### src/rtl/down_count_timer.sv
// Loadable down-counter/timer with a one-cycle terminal-count pulse.
// Define DOWN_COUNT_TIMER_AUTO_RELOAD_EN for periodic (auto-reload) mode.
module down_count_timer #(
    parameter int WIDTH = 3
) (
    input  logic             clk_i,
    input  logic             rst_i,
    input  logic             start_i,
    input  logic [WIDTH-1:0] load_val_i,
    input  logic             en_i,
    input  logic             stop_i,
    output logic [WIDTH-1:0] q_o,
    output logic             busy_o,
    output logic             tc_o
);

    typedef enum logic {
        IDLE = 1'b0,
        RUN  = 1'b1
    } state_e;

    localparam logic [WIDTH-1:0] ZERO = '0;
    localparam logic [WIDTH-1:0] ONE  = WIDTH'(1);

    state_e           state_q, state_d;
    logic [WIDTH-1:0] q_q, q_d;
    logic [WIDTH-1:0] reload_q, reload_d;
    logic             tc_q, tc_d;

    always_ff @(posedge clk_i or posedge rst_i) begin
        if (rst_i) begin
            state_q  <= IDLE;
            q_q      <= ZERO;
            reload_q <= ZERO;
            tc_q     <= 1'b0;
        end else begin
            state_q  <= state_d;
            q_q      <= q_d;
            reload_q <= reload_d;
            tc_q     <= tc_d;
        end
    end

    always_comb begin
        state_d  = state_q;
        q_d      = q_q;
        reload_d = reload_q;
        tc_d     = 1'b0;
        if (stop_i) begin
            // Abort wins over everything; q keeps its value.
            state_d = IDLE;
        end else if (start_i) begin
            if (load_val_i != ZERO) begin
                q_d      = load_val_i;
                reload_d = load_val_i;
                state_d  = RUN;
            end else begin
                q_d     = ZERO;
                tc_d    = 1'b1;
                state_d = IDLE;
            end
        end else if (state_q == RUN && en_i) begin
            if (q_q > ONE) begin
                q_d = q_q - ONE;
            end else begin
                tc_d = 1'b1;
`ifdef DOWN_COUNT_TIMER_AUTO_RELOAD_EN
                q_d     = reload_q;
                state_d = RUN;
`else
                q_d     = ZERO;
                state_d = IDLE;
`endif
            end
        end
    end

    assign q_o    = q_q;
    assign busy_o = (state_q == RUN);
    assign tc_o   = tc_q;

endmodule

### config.mk
export PLATFORM = sky130hd
export DESIGN_NAME = down_count_timer
export DESIGN_NICKNAME = d
export VERILOG_FILES = /design/src/rtl/down_count_timer.sv
export SDC_FILE = /design/constraint.sdc
export NUM_CORES = 1
export LEC_CHECK = 0
export BUFFER_PORTS_ARGS = -buffer_cell sky130_fd_sc_hd__buf_2
export CORE_AREA = 2 2 39 41
export DETAILED_ROUTE_END_ITERATION = 8
export DIE_AREA = 0 0 41 43
export PLACE_DENSITY = 0.57
export SLEW_MARGIN = 20
export SYNTH_ARGS = -nofsm -noshare
export SYNTH_HDL_FRONTEND = slang
export SYNTH_SLANG_ARGS = --single-unit
export TNS_END_PERCENT = 50
### constraint.sdc
create_clock -name clk_i -period 1.5 [get_ports clk_i]
set_clock_uncertainty 0.2 [all_clocks]
set_input_delay 0.075 -clock clk_i [delete_from_list [all_inputs] [get_ports clk_i]]
set_output_delay 0.075 -clock clk_i [all_outputs]
set_load 0.05 [all_outputs]
After elaboration in Yosys (flattened, before gate mapping) --
Cells that the tools add are included.
Storage, ports and cells: word-level logic and storage cells 27, input port bits 8, bits in registers 5
Cells by class: bitwise logic cells 1, add/sub/neg operators 1, equal/unequal tests 1, reduce and logical (&&, ||, !) cells 6, magnitude comparators 1, multiplexer cells 14
Operator list (count):
- 2-to-1 mux 3 bit | 4
- 2-to-1 mux 1 bit | 10
- nonzero test 3 bit | 2
- AND reduction 2 bit | 2
- > comparator 3 x 1 -> 1 bit (second input constant) | 1
- != test 3 bit (second input constant) | 1
- subtractor 3 x 1 -> 3 bit (second input constant) | 1
- nonzero test 2 bit | 1
- logical AND 1 bit | 1
- inverter 1 bit | 1

Logic depth before layout (Yosys ltp) --
Gate-level depths: netlist of run 1.
depth in word-level cells 5, gate-level depth with buffers 5

Worst setup path after synthesis of run 1 --
No wires, ideal clock.
kind reg-to-reg, start point reg q_q[0] (netlist: q_o[0]), end point reg tc_q (netlist: tc_o), setup slack -351 ps, buffers on the path 0, arrival 1573 ps, cell stages (with the launch flop) 5, required time 1222 ps, library setup time 78 ps, cells stage by stage dfrtp_1 ha_1 o21ba_2 or4_1 a21oi_1
On the way: longest elaborated chain between the ends 5
Ends and longest elaborated chain:
- start, declared | RTL line 26 | logic [WIDTH-1:0] q_q, q_d;
- start signal, assigned | RTL line 38 | q_q <= q_d;
- > comparator 3 x 1 -> 1 bit | RTL line 63 | if (q_q > ONE) begin
- 2-to-1 mux 1 bit | RTL line 63
- 2-to-1 mux 1 bit | RTL line 62 | end else if (state_q == RUN && en_i) begin
- 2-to-1 mux 1 bit | RTL line 52 | end else if (start_i) begin
- 2-to-1 mux 1 bit | RTL line 49 | if (stop_i) begin
- named net tc_d | RTL line 28 | logic tc_q, tc_d;
- end signal, assigned | RTL line 40 | tc_q <= tc_d;
- end, declared | RTL line 28
The timed path passes the listed nets, and every way through them passes these cells. A chain may end at the register's enable or synchronous reset.

Final worst setup path of run 1 --
start point reg q_q[1] (netlist: q_o[1]), end point reg tc_q (netlist: tc_o)
The elaborated chain is that of the path after synthesis.

==> results of run 1 <==
-- layout make-up --
cell class | instances | area (um2)
Fill cell | 135 | 790.8
Multi-Input combinational cell | 28 | 244.0
Timing Repair Buffer | 23 | 160.2
Sequential cell | 5 | 127.6
Clock buffer | 4 | 26.28
Tap cell | 16 | 20.02
Inverter | 4 | 15.01
-- routing by layer --
layer | share of wire | routed length (um)
met5 | 0 | 0
met4 | 0 | 0
met3 | 0.055 | 56
met2 | 0.52 | 538
met1 | 0.42 | 431
-- cell usage in the layout (no fill, tap or decap), types with 2 or more instances in the layout --
master / count
a21oi_1: 2
inv_1: 2
dfrtp_1: 3
buf_4: 4
o21ai_0: 3
inv_2: 2
dlygate4sd3_1: 7
clkbuf_4: 3
dfrtp_2: 2
buf_2: 12
nand2_1: 4
-- sequential cells by signal, summed over array words and instances (netlist names) --
name,count
busy_o,1
q_o,3
tc_o,1
-- logic make-up (layout without fill, tap and decap cells) --
logic type / Yosys count / after routing / synth area share
AO/OA/AOI/OAI: 14 / 14 / 0.2764
AND/OR/NAND/NOR: 11 / 11 / 0.1709
buffers and inverters: 6 / 31 / 0.08725
flip-flops: 5 / 5 / 0.3636
adder cells (fa/ha/maj): 2 / 2 / 0.07272
multiplexers: 1 / 1 / 0.02909
-- critical path: stages, from the launching register on --
cell     delay (ns)
dfrtp_2        0.40
inv_2          0.08
ha_4           0.13
o21ba_4        0.15
or4_4          0.42
a21oi_2        0.12
-- stage by stage --
step                      hold WS (ns)    util  total power, uW  TNS (ns)
after floorplan                -0.3466       -            334.0   -0.3591
after global placement         -0.2202  0.3327            411.8  -0.01916
after detailed placement       -0.2116  0.3327            416.5  -0.03993
after CTS                      0.03736  0.4069            601.2   -0.1555
after global routing            0.1040  0.4286            654.2   -0.4449
final                          0.07224  0.4286            614.1   -0.1159
-- cells in the mapped netlist, drive strengths merged --
cell type,count,area share
mux2i,1,0.029
o311ai,1,0.025
o21ba,1,0.029
dfrtp,5,0.36
o21ai,3,0.044
o21a,1,0.022
o41ai,1,0.025
nor2,1,0.011
inv,4,0.044
nand2,4,0.044
buf,1,0.033
nor2b,1,0.018
o2111ai,1,0.025
o31ai,1,0.022
o211ai,1,0.022
ha,2,0.073
a21oi,3,0.044
a31oi,1,0.018
nand3,1,0.015
or4,2,0.044
clkbuf,1,0.011
nor4b,1,0.025
nor3,1,0.015
-- path summary, 6_finish.rpt --
check,slack [ns],endpoint,from
max reg2reg,-0.06,tc_o,q_o[1]
max in group asynchronous,0.83,q_o[0],rst_i
min reg2reg,0.45,q_o[0],q_o[0]
min in group clk_i,0.10,tc_o,start_i
max,-0.06,tc_o,q_o[1]
min,0.07,tc_o,rst_i
-- repair_timing --
| item | 4_1_cts | 5_1_grt |
|---|---|---|
| endpoints found under the setup margin | 4 | 5 |
| resized for setup | 1 | 6 |
| hold endpoints to repair | 10 | 0 |
| hold buffers | 7 | 0 |
| pin swaps | 0 | 1 |
-- power groups by stage --
stage / clock, uW / combinational, uW / sequential, uW
after floorplan: 0 / 90.6 / 243
after global placement: 0 / 229 / 183
after detailed placement: 0 / 233 / 184
after CTS: 167 / 251 / 183
after global routing: 174 / 291 / 189
final: 160 / 267 / 187
==> impl_results.md, run 1 <==
* Number of global-route vias before repair at 359
* FMAX at about 640 MHz
* Nets at 75
* Synthesized flop and latch total at 5
* Least-Margin Pin Slew at 0.3517 ns
* Crit Path Class: flop to flop
* Distinct cells, synth at 24
* Final setup vio count at 4
* Initial antenna violation count at 0
* Crit. End Element: flop
* Die area at 0.001763 mm2
* Io pins at 13
* Sw Share at 0.3951
* Final antenna-violating net count at 0
* Crit path launch type: flop
* Relative slew slack at 0.7625
* Setup bufs post-CTS at 0
* Final wirelength at between 1000 and 1500 um
* Busiest metal layer after global routing: met2
* Met3 Resource Use GR at 0.03141
* Mapped cell area at between 300 and 400 um2
* Unrepaired setup endpoints after global routing: true
* GR Layer Usage met1 at 0.1721
* CTS max path bufs at 2
* Wire per inst at ~13 um
* Horiz. Die Dim at between 40 and 50 um
* CTS tree: built
* Final WS setup at -0.06051 ns
* P&R area growth vs syn at 72.36%
* CTS H-tree depth at 1
* Sequential Power Share at 0.304
* Via density at about 5.0
* Ys Warns at 0
* Dpl cell area at 460.4 um2
* Peak VDD IR at 0.3444 mV
* DRC at 0
* Synthesized Nets at between 40 and 50
* Placed cell count at 69
* Seq/Total Area, Yosys at 0.3636
* Clock power share at 0.261
* Failing checks: negative setup slack
* Final Non-Filler Cells at 80
* Dpl ws at -0.03993 ns
* Slew Limit Fails at 0
* CTS Sinks at 5
* HP Class: input port to asynchronous set/reset pin
* Grt total ovfl at 0
* Die Ht at 43 um
* Pint at roughly 370 uW
* Mapped Cells at 39
* Total CTS buffers at 3
* Detailed Place HPWL at approximately 740 um
* Final Cell Area at 593.1 um2
* Sw power at 242.6 uW
* Total GRT Usage at 0.1370
* Routed vias at 399
* DRT iter0 DRCs at 9
* Antenna diode count at 0
* Final hold violations at 0
* Buffers on Ports at 12
* DR pass1 iterations at 4
* Status: finished, violations left
* Initial Util at 0.2486
* Fin crit period at 1.561 ns
* Worst path arrival time at 1.54 ns
* Largest net degree at the start of global routing at 11
* Clock Latency Late Sink at around 0.25 ns
* Max FO, Critical Path at 3
* Leak Pwr at 0.0002595 uW
* R2r worst-path depth at 5
* CTS clk-pin slew, worst paths at ~0.05 ns
* CORE AREA at 0.001384 mm2
* Max-cap viol count at 0
* RD Place Congestion at 0.7571
* Routing usage on met2 at 0.2031
* Global-route wire length before repair at 1621 um
* # rows at 14
* Share of layout cells above drive strength 1 at 0.4844
* WP data required at between 1 and 1.5 ns
* Pwr Density at 1035 mW/mm2
* CTS root buffer: clkbuf_4
* Final period util at 1.040
* Comb power frac at 0.435
* Syn Area/Cell at 8.823 um2
(Power assumes the default switching activity.)
==> run 2, diff against run 1 <==
--- a/config.mk
+++ b/config.mk
@@ -10,6 +10,7 @@
 export DETAILED_ROUTE_END_ITERATION = 8
 export DIE_AREA = 0 0 41 43
 export PLACE_DENSITY = 0.57
+export REMOVE_ABC_BUFFERS = 1
 export SLEW_MARGIN = 20
 export SYNTH_ARGS = -nofsm -noshare
 export SYNTH_HDL_FRONTEND = slang
==> constraint.sdc (replaced) <==
create_clock -name clk_i -period 1.3 [get_ports clk_i]
set_clock_uncertainty 0.2 [all_clocks]
set_input_delay 0.065 -clock clk_i [delete_from_list [all_inputs] [get_ports clk_i]]
set_output_delay 0.065 -clock clk_i [all_outputs]
set_load 0.05 [all_outputs]
==> impl_results.md, run 2 (synthesized netlist as in run 1, its figures left out) <==
* Status: finished, violations left
* Failing checks: negative setup slack
* CTS Sinks at 5
* CTS root buffer: clkbuf_4
* CTS max path bufs at 2
* Clock Latency Late Sink at 0.25 ns
* Crit. End Element: flop
* Buffers on Ports at 12
* Final period util at 1.204
* Horiz. Die Dim at about 41 um
* Share of layout cells above drive strength 1 at 0.4776
* CTS clk-pin slew, worst paths at 0.05 ns
* FMAX at 638.8 MHz
* Detailed Place HPWL at 737.9 um
* Grt total ovfl at 0
* Initial antenna violation count at 0
* Placed cell count at 71
* Final setup vio count at 6
* Routing usage on met2 at 0.1969
* Crit path launch type: flop
* Max reg flops at 3
* Nets at 78
* Die area at 0.001763 mm2
* CTS tree: built
* Final Non-Filler Cells at between 80 and 90
* RD Place Congestion at 0.7703
* Most frequent cells in the layout: buf_4, buf_2, dlygate4sd3_1
* Wire per inst at 12.82 um
* Pwr Density at around 1200 mW/mm2
* Peak VDD IR at about 0.31 mV
* DRT iter0 DRCs at 1
* CORE AREA at between 0.001 and 0.0015 mm2
* P&R area growth vs syn at 78.55%
* Unrepaired setup endpoints after global routing: true
* Crit Path Class: flop to flop
* Antenna diode count at 0
* Worst path arrival time at 1.54 ns
* Slew Limit Fails at 0
* Total power at 741.5 uW
* Commonest non-fill, non-tap cell in the layout: buf_4
* Final hold violations at 0
* Max-cap viol count at 0
* Busiest metal layer after global routing: met2
* DRC at 0
* R2r worst-path depth at 5
* Routed vias at 418
* Max FO, Critical Path at 3
* Initial Util at 0.2486
* Total GRT Usage at 0.1327
* Leak Pwr at 0.0002752 uW
* # rows at 14
* Setup TNS at -1.113 ns
* Final antenna-violating net count at 0
* Final WS setup at -0.2655 ns
* DR pass1 iterations at 4
* Global-route wire length before repair at roughly 1600 um
* Io pins at 13
* Final wirelength at 1064 um
* CTS H-tree depth at 1
* Met3 Resource Use GR at 0.01571
* GR Layer Usage met1 at 0.1516
* Die Ht at 43 um
* Dpl ws at -0.2599 ns
* Fin crit period at around 1.6 ns
* Largest net degree at the start of global routing at 10
* Number of global-route vias before repair at 393
* Hold Path Depth at 4
* Relative slew slack at 0.8028
* Via density at 5.036
* HP Class: input port to flop
* WP data required at between 1 and 1.5 ns
* Least-Margin Pin Slew at 0.2919 ns
* Total CTS buffers at 3
==> run 2: cell types whose count changed in the layout (fill, tap and decap cells not counted), sizes merged <==
cell         delta
dlygate4sd3     -1
clkbuf          +1
buf             +3
==> run 2: through the flow <==
stage          hold WS [ns]    util  cell area, um2
2_1_floorplan       -0.3565       -           329.1
4_1_cts             0.01453  0.4096           566.8
3_5_place_dp        -0.2227  0.3282           454.2
3_3_place_gp        -0.2309  0.3282           454.2
5_1_grt             0.07664  0.4439           614.3
6_report            0.04541  0.4439           614.3
==> run 2: worst paths after layout <==
check,from,to,slack (ns)
worst max-delay path,q_o[1],tc_o,-0.27
max in group asynchronous,rst_i,q_o[0],0.65
worst min register to register,q_o[1],q_o[1],0.48
worst max register to register,q_o[1],tc_o,-0.27
worst min-delay path,start_i,q_o[2],0.05
min in group asynchronous,rst_i,q_o[1],0.06
==> run 2: cell type report <==
| class | instances | area (um2) |
|---|---|---|
| clock buffers | 4 | 26.28 |
| fillers | 130 | 769.5 |
| inverters | 4 | 15.01 |
| multi-input cells | 28 | 239.0 |
| flip-flops and latches | 5 | 126.4 |
| well taps | 16 | 20.02 |
| repair buffers | 26 | 187.7 |
==> run 2: routing by layer <==
layer,vias up,share of wire
met1,194,0.41
met3,6,0.057
met2,17,0.49
li1,201,-
met5,-,0
met4,0,0.037
==> run 2: repair_timing <==
| item | 4_1_cts | 5_1_grt |
|---|---|---|
| hold endpoints to repair | 10 | 0 |
| setup buffers | 1 | 1 |
| hold buffers | 6 | 0 |
| pin swaps | 3 | 3 |
| resized for setup | 6 | 9 |
| endpoints found under the setup margin | 6 | 8 |
==> run 2: power breakdown <==
part | total, uW | leakage (uW) | internal (uW) | switching (uW)
registers | 207 | 0.0000626 | 178 | 29.3
clock network | 187 | 0.0000150 | 116 | 70.5
logic | 347 | 0.000198 | 158 | 189
total | 742 | 0.000275 | 452 | 289
==> run 2: worst max-delay path, cell delays in order, from the launching register on <==
cell     delay [ns]
dfrtp_1        0.38
inv_2          0.08
ha_4           0.13
o21ba_4        0.15
or4_4          0.41
a21oi_2        0.14
==> run 3, diff against run 2 <==
--- a/config.mk
+++ b/config.mk
@@ -5,11 +5,12 @@
 export SDC_FILE = /design/constraint.sdc
 export NUM_CORES = 1
 export LEC_CHECK = 0
-export BUFFER_PORTS_ARGS = -buffer_cell sky130_fd_sc_hd__buf_2
+export ABC_AREA = 1
+export BUFFER_PORTS_ARGS = -buffer_cell sky130_fd_sc_hd__buf_4
 export CORE_AREA = 2 2 39 41
 export DETAILED_ROUTE_END_ITERATION = 8
 export DIE_AREA = 0 0 41 43
-export PLACE_DENSITY = 0.57
+export PLACE_DENSITY = 0.61
 export REMOVE_ABC_BUFFERS = 1
 export SLEW_MARGIN = 20
 export SYNTH_ARGS = -nofsm -noshare
==> impl_results.md, run 3 <==
* Largest stage delay on the critical path at 0.45 ns
* Max-cap viol count at 0
* Via density at 4.143
* Final hold violations at 0
* DR pass1 iterations at 4
* RD Place Congestion at about 0.72
* Number of global-route vias before repair at 364
* CP max-delay cell: dfrtp_2
* Leak Pwr at 0.0003406 uW
* Grt total ovfl at 0
* Buffers on Ports at 12
* Mapped Cells at 58
* # rows at 14
* Synth area leader: dfrtp_1
* FMAX at 776.0 MHz
* CORE AREA at 0.001384 mm2
* Final Util at 0.4647
* GR Layer Usage met1 at 0.1471
* CTS max path bufs at 2
* CP bufs+invs at 2
* WP data required at between 1 and 1.5 ns
* CTS root buffer: clkbuf_4
* Crit path launch type: flop
* Ys async rst share at 1.000
* CTS H-tree depth at 1
* Distinct cells, synth at 13
* Ys Warns at 0
* Horiz. Die Dim at 41 um
* DRT iter0 DRCs at 10
* Nets at 93
* Unrepaired setup endpoints after global routing: true
* Die Ht at about 43 um
* Final period util at 0.9913
* Met3 Resource Use GR at 0.04712
* CTS Sinks at 5
* Least-Margin Pin Slew at 0.2467 ns
* Crit Path Class: flop to flop
* DRC at 0
* Max reg flops at 3
* Synthesized flop and latch total at 5
* Synth Flop Type: dfrtp_1
* Share of layout cells above drive strength 1 at 0.4268
* Worst path arrival time at 1.25 ns
* CP dominant cell by count: buf_4
* Io pins at 13
* P&R area growth vs syn at 63.69%
* CTS tree: built
* Seq/Total Area, Yosys at 0.3185
* Final wirelength at 848 um
* Synth cell count leaders: nor2_1, inv_1, nand2_1
* Busiest metal layer after global routing: met2
* Fill cells at around 150
* Most frequent cells in the layout: buf_4, nand2_1, nor2_1
* Initial Util at 0.2839
* HP Class: input port to asynchronous set/reset pin
* CP delay by family, top: flip-flops
* Die area at 0.001763 mm2
* Final setup vio count at 0
* Fin crit period at 1.289 ns
* Max FO, Critical Path at 5
* Routing usage on met2 at 0.1750
* Total GRT Usage at 0.1261
* Total CTS buffers at 3
* Dpl cell area at 506.7 um2
* Antenna diode count at 0
* Peak VDD IR at 0.3603 mV
* Largest net degree at the start of global routing at 9
* Wire per inst at between 8 and 9 um
* Mapped cell area at 392.9 um2
* Status: complete, no violations
* Final antenna-violating net count at 0
* Crit. End Element: flop
* Routed vias at 406
* CTS clk-pin slew, worst paths at 0.04 ns
* Final Cell Area at 643.1 um2
* Top-area cell type share of the netlist area at 0.3185
* Syn Area/Cell at a little under 7 um2
* Total power at 762.6 uW
* EDFF count, synth at 0
* Count leader, synth: nor2_1
* Clock Latency Late Sink at approximately 0.24 ns
* Relative slew slack at 0.8342
* Pwr Density at between 1000 and 1500 mW/mm2
* Commonest non-fill, non-tap cell in the layout: buf_4
* Global-route wire length before repair at 1442 um
* Initial antenna violation count at 0
* Slew Limit Fails at 0
* Detailed Place HPWL at 629.3 um
* Critical-path cell list: buf_4 > buf_4 > nor2_1 > nand3_1 > a21oi_2
* Synth area leaders: dfrtp_1, nor2_1, inv_1
[run 3: cells by family (layout without fill, tap and decap cells)]
logic type,after synthesis,count (layout),synth area share
AO/OA/AOI/OAI,5,5,0.09237
AND/OR/NAND/NOR,32,32,0.3662
adder cells (fa/ha/maj),2,2,0.06368
flip-flops,5,5,0.3185
buffers and inverters,14,38,0.1592
[run 3: timing repair]
item	CTS	global route
resized for setup	2	10
hold buffers	6	0
endpoints found under the hold margin	10	0
endpoints found under the setup margin	4	5
buffers inserted	1	0
pin swaps	7	6
[run 3: power by group]
part / total (uW) / internal [uW] / switching [uW]
clock: 180 / 116 / 63.6
sequential: 209 / 180 / 28.6
combinational: 374 / 152 / 222
[run 3: layout make-up]
class                      count  area (um2)  share of cell area
clock buffer                   4       26.28             0.04086
timing repair buffer          21       172.7              0.2685
inverter                      13       51.30             0.07977
multi-input combinational     39       246.5              0.3833
sequential                     5       126.4              0.1965
tap                           16       20.02             0.03113
[run 3: final timing paths]
check,startpoint,to,slack (ns),depth (start not counted)
worst max-delay path,q_o[0],q_o[0],0.01,5
min in group clk_i,en_i,tc_o,0.10,5
max in group asynchronous,rst_i,q_o[0],0.63,3
worst max register to register,q_o[0],q_o[0],0.01,5
worst min register to register,busy_o,busy_o,0.36,2
worst min-delay path,rst_i,busy_o,0.08,3
[run 3: routing by layer]
metal	routed length, um	part of all wire
met5	0	0
met4	14	0.017
met3	32	0.038
met2	431	0.51
met1	370	0.44
[run 3: worst register-to-register path: cells and delay by family (launching register included)]
kind | cells | cell delay [ns]
AO/OA/AOI/OAI | 1 | 0.12
flip-flops | 1 | 0.45
AND/OR/NAND/NOR | 2 | 0.18
buffers and inverters | 2 | 0.27
[run 3: stage by stage]
step	setup TNS, ns	setup slack, ns	std cells	hold slack [ns]
2_1_floorplan	-1.494	-0.3490	57	-0.3565
3_3_place_gp	-0.1108	-0.04208	87	-0.2178
3_5_place_dp	-0.1941	-0.06298	87	-0.2174
4_1_cts	-0.09850	-0.05749	98	0.07790
5_1_grt	-0.2901	-0.06775	98	0.1287
6_report	0	0.01129	98	0.08188
